--- config.mk ---
export PLATFORM = sky130hd
export DESIGN_NAME = cpu_ctrl
export DESIGN_NICKNAME = d
export VERILOG_FILES = /design/src/rtl/cpu_pkg.sv /design/src/rtl/branch_unit.sv /design/src/rtl/cpu_ctrl.sv
export SDC_FILE = /design/constraint.sdc
export NUM_CORES = 1
export LEC_CHECK = 0
export CAP_MARGIN = 20
export CORE_AREA = 2 2 160 162
export CTS_BUF_LIST = sky130_fd_sc_hd__clkbuf_16
export DETAILED_ROUTE_END_ITERATION = 8
export DIE_AREA = 0 0 162 164
export PLACE_DENSITY = 0.9
export SKIP_CTS_REPAIR_TIMING = 1
export SYNTH_ARGS = -nofsm -noshare
export SYNTH_HDL_FRONTEND = slang
export SYNTH_SLANG_ARGS = --single-unit
--- constraint.sdc ---
create_clock -name clk -period 8 [get_ports clk]
set_clock_uncertainty 0.2 [all_clocks]
set_input_delay 1.6 -clock clk [delete_from_list [all_inputs] [get_ports clk]]
set_output_delay 1.6 -clock clk [all_outputs]
set_load 0.05 [all_outputs]
--- src/rtl/cpu_pkg.sv ---
// Shared definitions for the cpu_ctrl sequencer: opcode encodings, instruction
// field layout, sequencer states and small decode helpers.
package cpu_pkg;

  localparam int unsigned INSTR_W = 32;
  localparam int unsigned OPC_W   = 4;
  localparam int unsigned REG_W   = 4;
  localparam int unsigned IMM_W   = 16;
  localparam int unsigned EXT_W   = 64;

  localparam int unsigned OPC_LSB = 28;
  localparam int unsigned RD_LSB  = 24;
  localparam int unsigned RS1_LSB = 20;
  localparam int unsigned RS2_LSB = 16;
  localparam int unsigned IMM_LSB = 0;

  localparam logic [OPC_W-1:0] ADD_OP = 4'd0;
  localparam logic [OPC_W-1:0] SUB_OP = 4'd1;
  localparam logic [OPC_W-1:0] MUL_OP = 4'd2;
  localparam logic [OPC_W-1:0] DIV_OP = 4'd3;
  localparam logic [OPC_W-1:0] AND_OP = 4'd4;
  localparam logic [OPC_W-1:0] OR_OP  = 4'd5;
  localparam logic [OPC_W-1:0] XOR_OP = 4'd6;
  localparam logic [OPC_W-1:0] LW_OP  = 4'd7;
  localparam logic [OPC_W-1:0] SW_OP  = 4'd8;
  localparam logic [OPC_W-1:0] LI_OP  = 4'd9;
  localparam logic [OPC_W-1:0] JMP_OP = 4'd10;
  localparam logic [OPC_W-1:0] BEQ_OP = 4'd11;
  localparam logic [OPC_W-1:0] BGT_OP = 4'd12;
  localparam logic [OPC_W-1:0] BLT_OP = 4'd13;

  typedef enum logic [2:0] {
    S_FETCH,
    S_DECODE,
    S_EXEC,
    S_MEM,
    S_WB,
    S_HALT
  } state_t;

  // Wide sign extension; callers truncate to their datapath width.
  function automatic logic [EXT_W-1:0] sext_imm(input logic [IMM_W-1:0] imm);
    return {{(EXT_W - IMM_W){imm[IMM_W-1]}}, imm};
  endfunction

  function automatic logic is_branch_op(input logic [OPC_W-1:0] op);
    return (op == JMP_OP) || (op == BEQ_OP) || (op == BGT_OP) || (op == BLT_OP);
  endfunction

  function automatic logic is_mem_op(input logic [OPC_W-1:0] op);
    return (op == LW_OP) || (op == SW_OP);
  endfunction

  function automatic logic is_rr_op(input logic [OPC_W-1:0] op);
    return op <= XOR_OP;
  endfunction

  function automatic logic is_illegal_op(input logic [OPC_W-1:0] op);
    return op > BLT_OP;
  endfunction

endpackage

--- src/rtl/branch_unit.sv ---
// Branch resolution: signed compare of the latched rs1/rs2 values under the
// current opcode; JMP is unconditionally taken.
module branch_unit
  import cpu_pkg::*;
#(
  parameter int unsigned DATAWIDTH = 32
) (
  input  logic [OPC_W-1:0]     opcode,
  input  logic [DATAWIDTH-1:0] rs1,
  input  logic [DATAWIDTH-1:0] rs2,
  output logic                 taken_c
);

  always_comb begin
    taken_c = 1'b0;
    case (opcode)
      JMP_OP:  taken_c = 1'b1;
      BEQ_OP:  taken_c = (rs1 == rs2);
      BGT_OP:  taken_c = ($signed(rs1) > $signed(rs2));
      BLT_OP:  taken_c = ($signed(rs1) < $signed(rs2));
      default: taken_c = 1'b0;
    endcase
  end

endmodule

--- src/rtl/cpu_ctrl.sv ---
// Multi-cycle control sequencer: fetch, decode, ALU issue, data-memory
// handshake, write-back and PC update. All outputs are registered.
module cpu_ctrl
  import cpu_pkg::*;
#(
  parameter int unsigned         DATAWIDTH = 32,
  parameter int unsigned         PC_WIDTH  = 16,
  parameter logic [PC_WIDTH-1:0] RESET_PC  = '0
) (
  input  logic                 clk,
  input  logic                 rst,
  output logic                 imem_req_o,
  output logic [PC_WIDTH-1:0]  imem_addr_o,
  input  logic                 imem_ack_i,
  input  logic [INSTR_W-1:0]   imem_data_i,
  output logic [REG_W-1:0]     rf_raddr1_o,
  output logic [REG_W-1:0]     rf_raddr2_o,
  input  logic [DATAWIDTH-1:0] rf_rdata1_i,
  input  logic [DATAWIDTH-1:0] rf_rdata2_i,
  output logic [DATAWIDTH-1:0] alu_a_o,
  output logic [DATAWIDTH-1:0] alu_b_o,
  output logic [OPC_W-1:0]     alu_opcode_o,
  input  logic [DATAWIDTH-1:0] alu_out_i,
  output logic                 dmem_req_o,
  output logic                 dmem_we_o,
  output logic [PC_WIDTH-1:0]  dmem_addr_o,
  output logic [DATAWIDTH-1:0] dmem_wdata_o,
  input  logic                 dmem_ack_i,
  input  logic [DATAWIDTH-1:0] dmem_rdata_i,
  output logic                 rf_we_o,
  output logic [REG_W-1:0]     rf_waddr_o,
  output logic [DATAWIDTH-1:0] rf_wdata_o,
  output logic                 illegal_o
);

  state_t               state;
  logic [PC_WIDTH-1:0]  pc;
  logic [OPC_W-1:0]     op;
  logic [REG_W-1:0]     rd;
  logic [IMM_W-1:0]     imm;
  logic [DATAWIDTH-1:0] rs1_val;
  logic [DATAWIDTH-1:0] rs2_val;

  logic                 taken_c;
  logic [DATAWIDTH-1:0] imm_ext_c;
  logic [PC_WIDTH-1:0]  pc_inc_c;
  logic [PC_WIDTH-1:0]  pc_br_c;

  assign imm_ext_c = DATAWIDTH'(sext_imm(imm));
  assign pc_inc_c  = pc + PC_WIDTH'(1);
  assign pc_br_c   = taken_c ? alu_out_i[PC_WIDTH-1:0] : pc_inc_c;

  branch_unit #(.DATAWIDTH(DATAWIDTH)) u_branch (
    .opcode  (op),
    .rs1     (rs1_val),
    .rs2     (rs2_val),
    .taken_c (taken_c)
  );

  always_ff @(posedge clk) begin
    if (rst) begin
      state        <= S_FETCH;
      pc           <= RESET_PC;
      op           <= '0;
      rd           <= '0;
      imm          <= '0;
      rs1_val      <= '0;
      rs2_val      <= '0;
      imem_req_o   <= 1'b0;
      imem_addr_o  <= '0;
      rf_raddr1_o  <= '0;
      rf_raddr2_o  <= '0;
      alu_a_o      <= '0;
      alu_b_o      <= '0;
      alu_opcode_o <= '0;
      dmem_req_o   <= 1'b0;
      dmem_we_o    <= 1'b0;
      dmem_addr_o  <= '0;
      dmem_wdata_o <= '0;
      rf_we_o      <= 1'b0;
      rf_waddr_o   <= '0;
      rf_wdata_o   <= '0;
      illegal_o    <= 1'b0;
    end else begin
      rf_we_o <= 1'b0;
      case (state)
        // Out of reset the request is raised here; afterwards it arrives pre-set.
        S_FETCH: begin
          if (!imem_req_o) begin
            imem_req_o  <= 1'b1;
            imem_addr_o <= pc;
          end else if (imem_ack_i) begin
            imem_req_o  <= 1'b0;
            op          <= imem_data_i[OPC_LSB +: OPC_W];
            rd          <= imem_data_i[RD_LSB +: REG_W];
            imm         <= imem_data_i[IMM_LSB +: IMM_W];
            rf_raddr1_o <= imem_data_i[RS1_LSB +: REG_W];
            rf_raddr2_o <= imem_data_i[RS2_LSB +: REG_W];
            state       <= S_DECODE;
          end
        end
        S_DECODE: begin
          rs1_val      <= rf_rdata1_i;
          rs2_val      <= rf_rdata2_i;
          alu_opcode_o <= op;
          if (is_rr_op(op)) begin
            alu_a_o <= rf_rdata1_i;
            alu_b_o <= rf_rdata2_i;
          end else if (op == LI_OP) begin
            alu_a_o <= '0;
            alu_b_o <= imm_ext_c;
          end else if (is_branch_op(op)) begin
            alu_a_o <= DATAWIDTH'(pc);
            alu_b_o <= imm_ext_c;
          end else begin
            alu_a_o <= rf_rdata1_i;
            alu_b_o <= imm_ext_c;
          end
          if (is_illegal_op(op)) begin
            illegal_o <= 1'b1;
            state     <= S_HALT;
          end else begin
            state <= S_EXEC;
          end
        end
        S_EXEC: begin
          if (is_branch_op(op)) begin
            pc          <= pc_br_c;
            imem_req_o  <= 1'b1;
            imem_addr_o <= pc_br_c;
            state       <= S_FETCH;
          end else if (is_mem_op(op)) begin
            dmem_req_o   <= 1'b1;
            dmem_we_o    <= (op == SW_OP);
            dmem_addr_o  <= alu_out_i[PC_WIDTH-1:0];
            dmem_wdata_o <= rs2_val;
            state        <= S_MEM;
          end else begin
            rf_we_o    <= (rd != '0);
            rf_waddr_o <= rd;
            rf_wdata_o <= alu_out_i;
            state      <= S_WB;
          end
        end
        S_MEM: begin
          if (dmem_ack_i) begin
            dmem_req_o <= 1'b0;
            if (dmem_we_o) begin
              pc          <= pc_inc_c;
              imem_req_o  <= 1'b1;
              imem_addr_o <= pc_inc_c;
              state       <= S_FETCH;
            end else begin
              rf_we_o    <= (rd != '0);
              rf_waddr_o <= rd;
              rf_wdata_o <= dmem_rdata_i;
              state      <= S_WB;
            end
          end
        end
        S_WB: begin
          pc          <= pc_inc_c;
          imem_req_o  <= 1'b1;
          imem_addr_o <= pc_inc_c;
          state       <= S_FETCH;
        end
        S_HALT: state <= S_HALT;
        default: state <= S_FETCH;
      endcase
    end
  end

endmodule

# Word-level counts from Yosys, hierarchy flattened
# Index checks and enable logic that the tools add are counted.
# totals
inputBits	164
output_inout_bits	181
ff_bits	288
elab_cells	114
# op_classes
n_reduce_logical	18
magnitude_cmp	4
bitwise	1
muxes	45
addsub	1
n_eq_ne	23
# ops
op	count
$mux W32	8
$mux W16	5
$pmux W16 S4	1
$pmux W32 S2	1
$pmux W16 S3	1
$eq A32 B32 Y1	1
$gt A32 B32 Y1	1
$lt A32 B32 Y1	1
$eq A4 B4 Y1 const B	6
$mux W3	7
$ne A2 B2 Y1 const B	10
$add A16 B1 Y16 const B	1
$mux W4	4
$pmux W3 S5	1
$mux W1	12
$reduce_and A4 Y1	3
$reduce_and A5 Y1	2
$reduce_and A3 Y1	3
$pmux W1 S4	2
$pmux W4 S2	1
$reduce_bool A4 Y1	2
$eq A3 B2 Y1 const B	2
$eq A3 B3 Y1 const B	2
$eq A4 B3 Y1 const B	1
10 further kinds	14

# Logic depth before layout (Yosys ltp)
# depth
depth_word	7
ltp_mapped	13
depth_no_buf	11

# Modules after synthesis
# A second synthesis with hierarchy kept.
# hier_totals
cells_unflattened	1656
area_unflattened_um2	13017.5
# modules_own_cells
mod	cells_per_inst	instances	seq_area_each_um2	area_each_um2
cpu_ctrl	1528	1	5765.5	12085.3
branch_unit	128	1	0.0	932.1

# Least setup slack after synthesis
# No wires, ideal clock.
# synth_path
path_type	in2reg
start	input port dmem_ack_i
end	register imem_addr_o[0]
setup_ns	0.078
path_buffers	2
path_stages	9
required_time_ns	7.722
slack_ns	4.839
arrival_time_ns	2.883
path_cell_list	and3_1 > a22oi_1 > nor2_1 > nor2_1 > a31oi_1 > clkbuf_1 > clkbuf_1 > nor2_1 > nor3_1
# synth_between
elab_chain_len	2
# synth_rtl
element	line_no	rtl
start: declaration	cpu_ctrl.sv:28	input logic dmem_ack_i,
$ne A2 B2 Y1 (no source line)	-	
$reduce_and A5 Y1 (no source line)	-	
end signal: assignment	cpu_ctrl.sv:91	imem_addr_o <= pc;
end signal: assignment	cpu_ctrl.sv:130	imem_addr_o <= pc_br_c;
end signal: assignment	cpu_ctrl.sv:151	imem_addr_o <= pc_inc_c;
end: declaration	cpu_ctrl.sv:13	output logic [PC_WIDTH-1:0] imem_addr_o,
# No other way between the ends.
# A chain may end at the register's enable or synchronous reset.

# Final worst setup path
# layout_path
start	register rs2_val[15]
end	register imem_addr_o[15]
# layout_between
elab_chain_len	5
elab_cells_between_ends	7
classes_between	order compare: 2; eq/ne: 1; mux: 4
# layout_rtl
element	line_no	rtl
start: declaration	cpu_ctrl.sv:42	logic [DATAWIDTH-1:0] rs2_val;
start signal: assignment	cpu_ctrl.sv:104	rs2_val <= rf_rdata2_i;
$lt A32 B32 Y1, or another cell as far along	branch_unit.sv:20	BLT_OP: taken_c = ($signed(rs1) < $signed(rs2));
$pmux W1 S4 (*)	branch_unit.sv:16	case (opcode)
$mux W16 (*)	cpu_ctrl.sv:51	assign pc_br_c = taken_c ? alu_out_i[PC_WIDTH-1:0] : pc_inc_c;
$mux W16 (*)	cpu_ctrl.sv:127	if (is_branch_op(op)) begin
$pmux W16 S4 (*)	cpu_ctrl.sv:86	case (state)
# Every way passes the cells marked *; elsewhere a longest branch is shown, timed or not. The select of a mux whose other input is x is not followed.

==> qor.txt <==
setup TNS = 0 ns
max-slew violation count = 0
first-pass GRT wire length = 64600 um
register bit count reported by yosys = 288
io pins = 345
Worst Hold Depth = 2
VDD IR max = 180 uV
Leak = 0.00608 uW
Worst EP arrival = 4.41 ns
Area growth, synth to finish = 35.0%
Worst-path clk slew = 0.06 ns
status = complete, no violations
Pwr Total = 3720 uW
fin crit period = 4.20 ns
Die X = 162 um
Post-synth EDFFs = 0
f_max = 238 MHz
share of cells above drive strength 1 = 4.54%
DR vias = 13000
largest net degree at the start of global routing = 102
mapped cell area = 12700 um2
sequential fraction of the synthesis area = 45.5%
Final period util = 52.5%
Die H = 164 um
Clock Sinks = 288
FP Rows = 58
fraction of registers with async set/reset = 0%
final setup vio count = 0
Synth cell types = 63
warnings from Yosys = 0
Num CTS Buffers = 30
CORE AREA = 24800 um2
CP Capture Type = flop
RSZ-0062 raised after global routing = no
syn avg cell area = 7.82 um2
Starting DRT DRC Count = 1740
Startpoint Class = flop
MaxCap Viol Count = 0
CTS tree = done
Die ar. = 26600 um2
Max FO, Critical Path = 20
WL per Instance = 18.8 um
DRC Markers = 0
Port Buf Inserts = 344
power per cell area = 217 nW/um2
hold crit path type = reg -> reg
R2R depth = 11
Rel. slew slack = 22.6%
Layout Utilization = 68.9%
placer congestion estimate = 0.938
post-DP HPWL = 28800 um
Required @ worst endpoint = 8.22 ns
syn_nets = 1818
pre-CTS WS = 3.92 ns
post-DR vias/cell = 5.83
ANT nets after route = 0
Worst Tran Pin Value = 1.16 ns
Final nets = 2071
drt first pass iters = 6
Starting Density = 51.1%
number of global-route vias before repair = 12200
Final Routed Wirelength = 41800 um
critical path type = reg -> reg
Cells after Synth = 1621
Main synth FF type = dfxtp_1
H-tree Lvls = 1
Clk Latency, worst-skew pair = 0.55 ns
GRT Residual Overflow = 0
Root Driver = clkbuf_16
CTS max path bufs = 3
overall routing resource usage = 30.1%
initial antenna violation count = 2
final hold violations = 0
Final WS setup = 3.80 ns
-- worst max-delay path, cell delays in order (launching register included) --
cell       delay, ns
dfxtp_1         0.37
inv_1           0.06
ha_1            0.30
nand4_2         0.16
nor4_1          0.61
a2111oi_0       0.23
o311ai_1        0.14
o2111ai_2       0.21
o21ai_2         0.84
mux2_2          0.42
a2111oi_0       0.43
nor3_1          0.08
-- sequential cells by signal, indices dropped and copies added (netlist names), 3 cells and up --
name / count
alu_a_o: 32
alu_b_o: 32
alu_opcode_o: 4
dmem_addr_o: 16
dmem_wdata_o: 32
imem_addr_o: 16
imm: 16
op: 4
pc: 16
rd: 4
rf_raddr1_o: 4
rf_raddr2_o: 4
rf_waddr_o: 4
rf_wdata_o: 32
rs1_val: 32
rs2_val: 32
state: 3
-- layout by cell type, fill, tap and decap left out, types with 10 or more instances in the layout --
cell type / instances
inv_1: 45
ha_1: 33
nand4_1: 24
a221oi_1: 23
nor3_1: 35
nand2b_1: 10
nand2_1: 381
clkbuf_16: 31
nand3_1: 84
mux2i_1: 20
o21ai_0: 38
dfxtp_1: 288
a211oi_1: 18
buf_4: 15
a21oi_1: 235
xnor2_1: 12
nor2_1: 98
clkdlybuf4s50_1: 343
a311oi_1: 34
-- final timing paths --
kind | to | from | slack [ns]
worst min-delay path | imm[5] | imm[5] | 0.25
worst max register to register | imem_addr_o[15] | rs2_val[15] | 3.80
worst min register to register | imm[5] | imm[5] | 0.25
worst max-delay path | imem_addr_o[15] | rs2_val[15] | 3.80
-- layout make-up --
| cell class | count | area, um2 |
|---|---|---|
| sequential | 288 | 5770 |
| fill | 1915 | 7720 |
| tap | 330 | 413 |
| antenna | 4 | 10.0 |
| timing repair buffer | 363 | 3650 |
| multi-input combinational | 1153 | 6250 |
| inverter | 38 | 143 |
| clock inverter | 22 | 100 |
| clock buffer | 31 | 776 |
-- logic make-up after synthesis --
group | Yosys count | synth area share, %
muxes | 30 | 2.47
AOI/OAI and AO/OA | 401 | 19.3
xor gates and xnor gates | 13 | 0.899
buffers and inverters | 180 | 5.50
DFF | 288 | 45.5
and+or+nand+nor | 676 | 23.1
adders and majority gates | 33 | 3.26
-- through the flow --
stage,hold slack (ns),instance area [um2],std cells
finish,0.253,17100,2229
global route,0.274,17100,2227
CTS,0.252,17000,2222
detailed placement,0.243,16200,2169
global placement,0.239,16100,2168
floorplan,0.232,12700,1621
-- cells in the mapped netlist (5+ instances only) --
library cell | number | share of area, %
o311ai_0 | 6 | 0.41
mux2i_1 | 20 | 1.6
a211oi_1 | 18 | 1.1
nor2_1 | 99 | 2.9
nand3_1 | 84 | 3.3
xnor2_1 | 12 | 0.83
nand2b_1 | 10 | 0.49
dfxtp_1 | 288 | 45
o21ai_0 | 38 | 1.5
a21o_1 | 5 | 0.30
ha_1 | 33 | 3.3
and2_1 | 5 | 0.25
mux2_2 | 9 | 0.80
inv_1 | 37 | 1.1
a221o_1 | 5 | 0.39
a311oi_1 | 34 | 2.3
clkbuf_1 | 131 | 3.9
and3_1 | 9 | 0.44
buf_2 | 5 | 0.20
nand4_1 | 24 | 1.2
o211ai_1 | 9 | 0.53
a21oi_1 | 235 | 9.3
nand2_1 | 382 | 11
nor3_1 | 35 | 1.4
nor2b_1 | 6 | 0.30
a221oi_1 | 23 | 1.6
-- report_power, final --
group          leakage [uW]  switching [uW]  internal, uW
clock              0.000456             567           693
sequential          0.00234            60.5          1530
combinational       0.00328             557           312
total               0.00608            1180          2530
-- layer usage --
metal  routed length [um]  share of wire [%]  vias to the layer above  GRT usage [%]
met1                16200                 39                     6079           37.7
met4                 1710                4.1                        0           12.1
met5                    0                  0                        -              0
met3                 4190                 10                      111           6.87
met2                19700                 47                      676           50.2
li1                     -                  -                     6138              -
No activity file was read; power rests on OpenSTA's default activity.
